<file path="src/rtl/ball_pkg.sv">
// Shared constants, FSM state type and small helpers for the ball motion controller.
// The BALL_MOTION_ACCEL_EN build uses dir_t and next_speed for per-axis acceleration.
package ball_pkg;

  localparam int H_ACTIVE_DEF  = 640;
  localparam int V_ACTIVE_DEF  = 480;
  localparam int BALL_SIZE_DEF = 8;
  localparam int MAX_X = H_ACTIVE_DEF - BALL_SIZE_DEF;
  localparam int MAX_Y = V_ACTIVE_DEF - BALL_SIZE_DEF;

  typedef enum logic [1:0] {IDLE, MOVE_X, MOVE_Y, COMMIT} state_t;
  typedef enum logic [1:0] {DIR_NONE, DIR_NEG, DIR_POS} dir_t;

  function automatic dir_t axis_dir(input logic neg, input logic pos);
    if (neg && !pos) return DIR_NEG;
    if (pos && !neg) return DIR_POS;
    return DIR_NONE;
  endfunction

  // Speed grows only while the axis keeps moving the same way (starting from rest counts).
  function automatic logic [1:0] next_speed(input logic [1:0] speed, input dir_t prev, input dir_t cur);
    if (cur == DIR_NONE || (prev != DIR_NONE && prev != cur)) return 2'd0;
    return (speed == 2'd3) ? speed : speed + 2'd1;
  endfunction

endpackage

</file>
<file path="src/rtl/ball_axis_step.sv">
// Combinational clamp-step for one axis: move by step toward 0 or toward max, never wrapping.
module ball_axis_step (
  input  logic [10:0] cur,
  input  logic        neg,
  input  logic        pos,
  input  logic [10:0] step,
  input  logic [10:0] max,
  output logic [10:0] next
);

  always_comb begin
    next = cur;
    if (neg && !pos) begin
      next = (cur < step) ? 11'd0 : cur - step;
    end else if (pos && !neg) begin
      next = (cur + step > max) ? max : cur + step;
    end
  end

endmodule

</file>
<file path="src/rtl/ball_motion_ctrl.sv">
// Per-frame ball position controller: latch buttons on vsync rise, step X then Y, commit with a pulse.
// Optional per-axis acceleration is enabled by defining BALL_MOTION_ACCEL_EN.
module ball_motion_ctrl
  import ball_pkg::*;
#(
  parameter int H_ACTIVE  = H_ACTIVE_DEF,
  parameter int V_ACTIVE  = V_ACTIVE_DEF,
  parameter int BALL_SIZE = BALL_SIZE_DEF,
  parameter int STEP      = 2,
  parameter int START_X   = 316,
  parameter int START_Y   = 236
) (
  input  logic       i_clk,
  input  logic       i_rst_n,
  input  logic       i_vsync,
  input  logic       i_up,
  input  logic       i_down,
  input  logic       i_left,
  input  logic       i_right,
  output logic [9:0] o_ball_x,
  output logic [9:0] o_ball_y,
  output logic       o_update,
  output logic       o_busy
);

  state_t            state_reg, state_next;
  logic              vsync_d_reg;
  logic [3:0]        btn_reg;           // {up, down, left, right}
  logic [1:0][10:0]  ball_reg;          // index 0 = X, 1 = Y
  logic [1:0][10:0]  next_reg;
  logic              update_reg;
  logic [10:0]       stepped [2];
  logic [1:0]        neg_w, pos_w;
  logic              frame_event;

  assign frame_event = i_vsync && !vsync_d_reg;
  assign neg_w = {btn_reg[3], btn_reg[1]};
  assign pos_w = {btn_reg[2], btn_reg[0]};

  always_ff @(posedge i_clk or negedge i_rst_n) begin
    if (!i_rst_n) state_reg <= IDLE;
    else          state_reg <= state_next;
  end

  always_comb begin
    state_next = state_reg;
    case (state_reg)
      IDLE:    if (frame_event) state_next = MOVE_X;
      MOVE_X:  state_next = MOVE_Y;
      MOVE_Y:  state_next = COMMIT;
      COMMIT:  state_next = IDLE;
      default: state_next = IDLE;
    endcase
  end

  always_ff @(posedge i_clk or negedge i_rst_n) begin
    if (!i_rst_n) begin
      vsync_d_reg <= 1'b0;
      btn_reg     <= 4'd0;
      ball_reg    <= {11'(START_Y), 11'(START_X)};
      next_reg    <= {11'(START_Y), 11'(START_X)};
      update_reg  <= 1'b0;
    end else begin
      vsync_d_reg <= i_vsync;
      update_reg  <= 1'b0;
      case (state_reg)
        IDLE:    if (frame_event) btn_reg <= {i_up, i_down, i_left, i_right};
        MOVE_X:  next_reg[0] <= stepped[0];
        MOVE_Y:  next_reg[1] <= stepped[1];
        COMMIT: begin
          ball_reg   <= next_reg;
          update_reg <= 1'b1;
        end
        default: ;
      endcase
    end
  end

  for (genvar gi = 0; gi < 2; gi++) begin : g_axis
    localparam logic [10:0] LIMIT = (gi == 0) ? 11'(H_ACTIVE - BALL_SIZE) : 11'(V_ACTIVE - BALL_SIZE);
    logic [10:0] step;
`ifdef BALL_MOTION_ACCEL_EN
    logic [1:0] speed_reg;
    dir_t       dir_reg;

    // Speed used in MOVE_X/MOVE_Y is the one from before this commit.
    always_ff @(posedge i_clk or negedge i_rst_n) begin
      if (!i_rst_n) begin
        speed_reg <= 2'd0;
        dir_reg   <= DIR_NONE;
      end else if (state_reg == COMMIT) begin
        speed_reg <= next_speed(speed_reg, dir_reg, axis_dir(neg_w[gi], pos_w[gi]));
        dir_reg   <= axis_dir(neg_w[gi], pos_w[gi]);
      end
    end

    assign step = 11'(STEP * (int'(speed_reg) + 1));
`else
    assign step = 11'(STEP);
`endif

    ball_axis_step u_step (
      .cur  (ball_reg[gi]),
      .neg  (neg_w[gi]),
      .pos  (pos_w[gi]),
      .step (step),
      .max  (LIMIT),
      .next (stepped[gi])
    );
  end

  assign o_ball_x = ball_reg[0][9:0];
  assign o_ball_y = ball_reg[1][9:0];
  assign o_update = update_reg;
  assign o_busy   = (state_reg != IDLE);

endmodule

</file>
<file path="config.mk">
export PLATFORM = sky130hd
export DESIGN_NAME = ball_motion_ctrl
export DESIGN_NICKNAME = d
export VERILOG_FILES = /design/src/rtl/ball_pkg.sv /design/src/rtl/ball_axis_step.sv /design/src/rtl/ball_motion_ctrl.sv
export SDC_FILE = /design/constraint.sdc
export NUM_CORES = 1
export LEC_CHECK = 0
export ABC_CLOCK_PERIOD_IN_PS = 2300
export BUFFER_PORTS_ARGS = -buffer_cell sky130_fd_sc_hd__buf_2
export CORE_ASPECT_RATIO = 1.25
export CORE_MARGIN = 2
export CORE_UTILIZATION = 42
export DETAILED_ROUTE_END_ITERATION = 12
export GPL_ROUTABILITY_DRIVEN = 0
export MAX_ROUTING_LAYER = met4
export PLACE_DENSITY = 0.63
export REMOVE_ABC_BUFFERS = 1
export SYNTH_ARGS = -nofsm -noshare
export SYNTH_HDL_FRONTEND = slang
export SYNTH_SLANG_ARGS = --single-unit
</file>
<file path="constraint.sdc">
create_clock -name i_clk -period 2.3 [get_ports i_clk]
set_input_delay 0.46 -clock i_clk [delete_from_list [all_inputs] [get_ports i_clk]]
set_output_delay 0.46 -clock i_clk [all_outputs]
set_load 0.02 [all_outputs]
</file>
==> results of run 1 <==
-- critical path: stages (launching register included) --
cell and delay (ns):
dfstp_2 0.41, or4_4 0.54, or3_4 0.35, or4_4 0.42, or3_1 0.31, a31oi_1 0.16
-- area by class of cell --
type	instances	area, sq um
well taps	97	121.4
flip-flops and latches	52	1326
repair buffers	63	415.4
clock buffers	5	68.82
fillers	794	4238
inverters	18	67.56
multi-input cells	294	2002
clock inverters	3	47.55
-- cells by family (layout without fill, tap and decap cells) --
| family | after synthesis | in the layout | share of synthesized area |
|---|---|---|---|
| buffers and inverters | 71 | 89 | 0.09719 |
| AO/OA/AOI/OAI | 116 | 116 | 0.2193 |
| AND/OR/NAND/NOR | 138 | 138 | 0.1986 |
| adder cells (fa/ha/maj) | 8 | 8 | 0.02767 |
| multiplexers | 19 | 19 | 0.05915 |
| XOR/XNOR | 13 | 13 | 0.03148 |
| flip-flops | 52 | 52 | 0.3667 |
-- worst paths after layout --
kind	startpoint	endpoint	depth (start not counted)
worst min-delay path	i_rst_n	next_reg[1]	1
worst max-delay path	o_ball_x[3]	next_reg[10]	5
max in group asynchronous	i_rst_n	next_reg[8]	2
min in group i_clk	i_vsync	vsync_d_reg	1
worst max register to register	o_ball_x[3]	next_reg[10]	5
worst min register to register	next_reg[16]	next_reg[16]	2
-- power by group through the flow --
| stage | registers (mW) | logic, mW | clock network [mW] |
|---|---|---|---|
| after floorplan | 2.16 | 1.99 | 0 |
| after global placement | 1.87 | 3.50 | 0 |
| after detailed placement | 1.88 | 3.56 | 0 |
| after CTS | 1.87 | 3.57 | 0.661 |
| after global routing | 1.94 | 4.06 | 0.702 |
| final | 1.88 | 3.67 | 0.645 |
-- routing by layer --
layer	track usage	up-vias	share of wire
li1	-	1549	-
met1	0.2554	1567	0.42
met2	0.3462	120	0.50
met3	0.02607	20	0.052
met4	0.06696	0	0.025
met5	-	-	0
-- cell usage in the layout (no fill, tap or decap), types with 11 or more instances in the layout --
master and count:
nand2_1 33, dfstp_2 20, buf_2 28, inv_1 18
o21ai_0 30, nor3_1 14, nand3_1 11, a21oi_1 17
xnor2_1 11, buf_4 34, mux2_2 19, nor2_1 25
dfrtp_1 32
-- timing repair --
| action | 4_1_cts | 5_1_grt |
|---|---|---|
| endpoints found under the setup margin | 0 | 15 |
| gates resized for setup | 0 | 12 |
| setup buffers | 0 | 1 |
-- stage by stage --
stage	utilization	instance area (sq um)	hold WS [ns]
2_1_floorplan	-	3333	0.1644
3_3_place_gp	0.4661	3862	0.4598
3_5_place_dp	0.4661	3862	0.4601
4_1_cts	0.4801	3979	0.1306
5_1_grt	0.4886	4049	0.1431
6_report	0.4886	4049	0.1136
==> results.md, run 1 <==
- Pwr dens: 1530 nW/um^2
- # H-tree levels: 2
- P_int: 3.325 mW
- Switching part of the total power: 0.4632
- Place WS: 0.02464 ns
- Relative slew slack: 0.6650
- Vias in the first global route: 3089
- Net switching power: 2.869 mW
- Via count: 3256
- Final setup violation count: 0
- Clock Path Buffers: 2
- Antenna Nets Post-Route: 0
- Largest net degree at the start of global routing: 33
- Post-synth top cells: 33 x nand2_1, 32 x dfrtp_1, 31 x o21ai_0
- Clk network pwr share: 0.104
- Placed Cells: 523
- GRT Total Usage: 0.2060
- Setup TNS: 0 ns
- Leak: 1.587 nW
- Synth-to-layout area growth: 11.93%
- Drt via density: 6.120
- Worst Path Required: 2.53 ns
- PortBufs: 28
- DR iter-0 viols: 129
- EDFF count, synth: 0
- Die width: 87.01 um
- Minimum clock period: 2.269 ns
- DR DRC count: 0
- CTS tree: done
- Initial antenna violation count: 0
- Synth Cell Area: 3617 sq um
- CP max FO: 7
- Slew @ Worst Pin: 0.5025 ns
- Max FFs per register: 22
- Critical path arrival: 2.50 ns
- Synth async-reset ratio: 1.000
- Min-delay worst type: in2async
- Total core area: 8287 sq um
- Final Cycle Share: 0.9864
- Worst-Skew Late Latency: 0.31 ns
- Global-route wire length before repair: 15000 um
- Clk pin slew, worst setup/hold paths: 0.10 ns
- Fin. max-slew vios: 0
- Setup WS post-layout: 0.03137 ns
- Die ar.: 9375 sq um
- Final cell count without fillers: 532
- Cell variety after synth: 62
- WS Path Type: reg2reg
- Worst vdd ir: 765.6 uV
- First-pass DRT Iterations: 4
- CTS Buf Count: 5
- # diodes: 0
- Sequential fraction of the synthesis area: 0.3667
- Post-Route WL: 8937 um
- Top cells by area, synth: dfrtp_1 22%, dfstp_2 15%, mux2_2 5.9%
- Clk_skew: 0.01652 ns
- Cells after synthesis: 417
- Flip-flop cell with the highest count after synthesis: dfrtp_1
- # hold bufs at CTS: 0
- Max frequency: 440.8 MHz
- Syn Area/Cell: 8.674 sq um
- Top cell type by total area after synthesis: dfrtp_1
- Synth top area share: 0.2214
- Share of layout cells above drive strength 1: 0.3080
- Endpoint class of the critical path: flop
- Logic pwr share: 0.592
- Reg2reg setup slack: 0.03 ns
- Yosys warns: 0
- DR WL/cell: 16.80 um
- Sequential power share: 0.303
- Row cnt: 37
- Grt ovf: 0
- Count leader, synth: nand2_1
- Root buffer cell: clkbuf_8
- Clk sink count: 52
- Die height: 107.8 um
- Initial core utilization: 0.4365
- Max Cap Viol: 0
- Yosys reg bits: 52
- Critical Path Source Type: flop
- Final HPWL DP: 6546 um
- RSZ-0062 raised after global routing: true
- Final hold vios: 0
- Total I/O pin count: 29
- Fin nets: 449
- Total power: 6.195 mW
- Outcome: finished clean
(Power assumes the default switching activity.)
==> inputs of run 2 (changes only) <==
--- a/config.mk
+++ b/config.mk
@@ -5,7 +5,7 @@
 export SDC_FILE = /design/constraint.sdc
 export NUM_CORES = 1
 export LEC_CHECK = 0
-export ABC_CLOCK_PERIOD_IN_PS = 2300
+export ABC_CLOCK_PERIOD_IN_PS = 2760
 export BUFFER_PORTS_ARGS = -buffer_cell sky130_fd_sc_hd__buf_2
 export CORE_ASPECT_RATIO = 1.25
 export CORE_MARGIN = 2
@@ -13,7 +13,7 @@
 export DETAILED_ROUTE_END_ITERATION = 12
 export GPL_ROUTABILITY_DRIVEN = 0
 export MAX_ROUTING_LAYER = met4
-export PLACE_DENSITY = 0.63
+export PLACE_DENSITY = 0.6
 export REMOVE_ABC_BUFFERS = 1
 export SYNTH_ARGS = -nofsm -noshare
 export SYNTH_HDL_FRONTEND = slang
==> constraint.sdc (replaced) <==
create_clock -name i_clk -period 2.76 [get_ports i_clk]
set_input_delay 0.552 -clock i_clk [delete_from_list [all_inputs] [get_ports i_clk]]
set_output_delay 0.552 -clock i_clk [all_outputs]
set_load 0.02 [all_outputs]
==> results.md, run 2 (same netlist as run 1, synthesis figures left out) <==
- Fin. max-slew vios: 0 (unchanged)
- First-pass DRT Iterations: 4 (unchanged)
- Vias in the first global route: 3040 (-1.6%)
- Leak: 1.471 nW (-7.3%)
- CP peak stage delay: 0.73 ns (+0.19 ns)
- Relative slew slack: 0.5571 (-0.1079)
- Worst Path Required: 2.99 ns (+0.46 ns)
- Clk_skew: 0.009107 ns (-0.007411 ns)
- DR DRC count: 0 (unchanged)
- RSZ-0062 raised after global routing: false
- Clock Path Buffers: 2 (unchanged)
- Total core area: 8287 sq um (unchanged)
- Final Util: 0.4593 (-0.02929)
- Crit-path cells: and4_1 -> nand2_1 -> o311ai_1 -> o311ai_1 -> or3_1 -> o221a_2
- CTS Buf Count: 5 (unchanged)
- Post-CTS sizing: 0 (unchanged)
- Worst vdd ir: 573.3 uV (-25%)
- # diodes: 0 (unchanged)
- Final Cycle Share: 0.9153 (-0.07102)
- WHS: 0.3558 ns (+0.2422 ns)
- Root buffer cell: clkbuf_8
- Minimum clock period: 2.526 ns (+0.2577 ns)
- CTS tree: done
- Row cnt: 37 (unchanged)
- Slew @ Worst Pin: 0.6643 ns (+0.1618 ns)
- Die height: 107.8 um (unchanged)
- DR iter-0 viols: 110 (-15%)
- Final HPWL DP: 6228 um (-4.9%)
- Die ar.: 9375 sq um (unchanged)
- Share of layout cells above drive strength 1: 0.2440 (-0.06408)
- Commonest cells after routing, fill and taps aside: 33 x nand2_1, 32 x dfrtp_1, 31 x o21ai_0
- Largest net degree at the start of global routing: 53 (+61%)
- Die width: 87.01 um (unchanged)
- Most frequent CP cell: o311ai_1
- Fillcell total: 850 (+7.1%)
- Clk pin slew, worst setup/hold paths: 0.09 ns (about the same)
- Initial antenna violation count: 0 (unchanged)
- Post-Route WL: 8809 um (-1.4%)
- Clk sink count: 52 (unchanged)
- Grt ovf: 0 (unchanged)
- PortBufs: 28 (unchanged)
- Setup TNS: 0 ns (unchanged)
- Synth-to-layout area growth: 5.223%
- Min-delay worst type: in2async
- Max Cap Viol: 0 (unchanged)
- # hold bufs at CTS: 0 (unchanged)
- # H-tree levels: 2 (unchanged)
- Global-route wire length before repair: 14860 um (-0.92%)
- CP max FO: 20 (+13)
- Critical path arrival: 2.76 ns (+0.26 ns)
- Max frequency: 395.8 MHz (-10%)
- Post-CTS setup repair buffer count: 0 (unchanged)
- Pwr dens: 1281 nW/um^2 (-16%)
- GRT Total Usage: 0.2014 (-0.004655)
- Max FFs per register: 22 (unchanged)
- Final setup violation count: 0 (unchanged)
- Critical Path Source Type: flop
- Initial core utilization: 0.4365 (unchanged)
- Fin nets: 428 (-4.7%)
- DR WL/cell: 17.24 um (+2.6%)
- Worst-Skew Late Latency: 0.30 ns (about the same)
- Drt via density: 6.047 (-1.2%)
- CP max-delay cell: dfstp_2
- Outcome: finished clean
- Endpoint class of the critical path: flop
- Antenna Nets Post-Route: 0 (unchanged)
- Total I/O pin count: 29 (unchanged)
- Most common cell after layout, fill and taps aside: nand2_1
- Final hold vios: 0 (unchanged)
- R2r worst-path depth: 6 (+1)
- Via count: 3090 (-5.1%)
- WS Path Type: reg2reg
run 2: changes by cell type in the layout (fill, tap and decap cells not counted), sizes merged:
cell	change
buf	-21
clkbuf	+2
clkinv	-2
run 2: worst paths after layout:
check	startpoint	endpoint	slack, ns
max	o_ball_x[3]	next_reg[4]	0.23
min	i_rst_n	o_ball_y[1]	0.36
max reg2reg	o_ball_x[3]	next_reg[4]	0.23
min reg2reg	next_reg[16]	next_reg[16]	0.49
max in group asynchronous	i_rst_n	vsync_d_reg	1.95
min in group i_clk	i_vsync	vsync_d_reg	0.36
run 2: critical path, delay by kind of cell, from the launching register on:
kind / cells / cell delay, ns
compound gates: 3 / 0.91
simple gates: 3 / 0.82
flops: 1 / 0.73
run 2: through the flow:
| step | cells | power, mW | cell area [sq um] | worst slack (ns) |
|---|---|---|---|---|
| 3_5_place_dp | 503 | 4.345 | 3700 | 0.2706 |
| 6_report | 511 | 4.875 | 3806 | 0.2337 |
| 2_1_floorplan | 364 | 3.459 | 3333 | 0.3571 |
| 5_1_grt | 511 | 5.279 | 3806 | 0.07598 |
| 4_1_cts | 511 | 4.888 | 3806 | 0.2602 |
| 3_3_place_gp | 503 | 4.313 | 3700 | 0.3366 |
run 2: cell type report:
class / instances / area, sq um / area share
Clock buffer: 7 / 76.32 / 0.02005
Clock inverter: 1 / 30.03 / 0.007890
Inverter: 18 / 67.56 / 0.01775
Multi-Input combinational cell: 294 / 1939 / 0.5095
Sequential cell: 52 / 1326 / 0.3485
Tap cell: 97 / 121.4 / 0.03189
Timing Repair Buffer: 42 / 245.2 / 0.06443
run 2: report_power, final:
group / internal, mW / switching, mW / leakage (nW)
clock network: 0.272 / 0.248 / 0.0524
logic: 1.10 / 1.48 / 0.826
registers: 1.21 / 0.563 / 0.593
total: 2.58 / 2.29 / 1.47
run 2: routing by layer:
layer  up-vias  global-route usage  wire length [um]
li1       1494                   -                 -
met2        79              0.3304              4396
met4         0             0.06920               195
met5         -                   -                 0
met1      1502              0.2566              3947
met3        15             0.02301               269
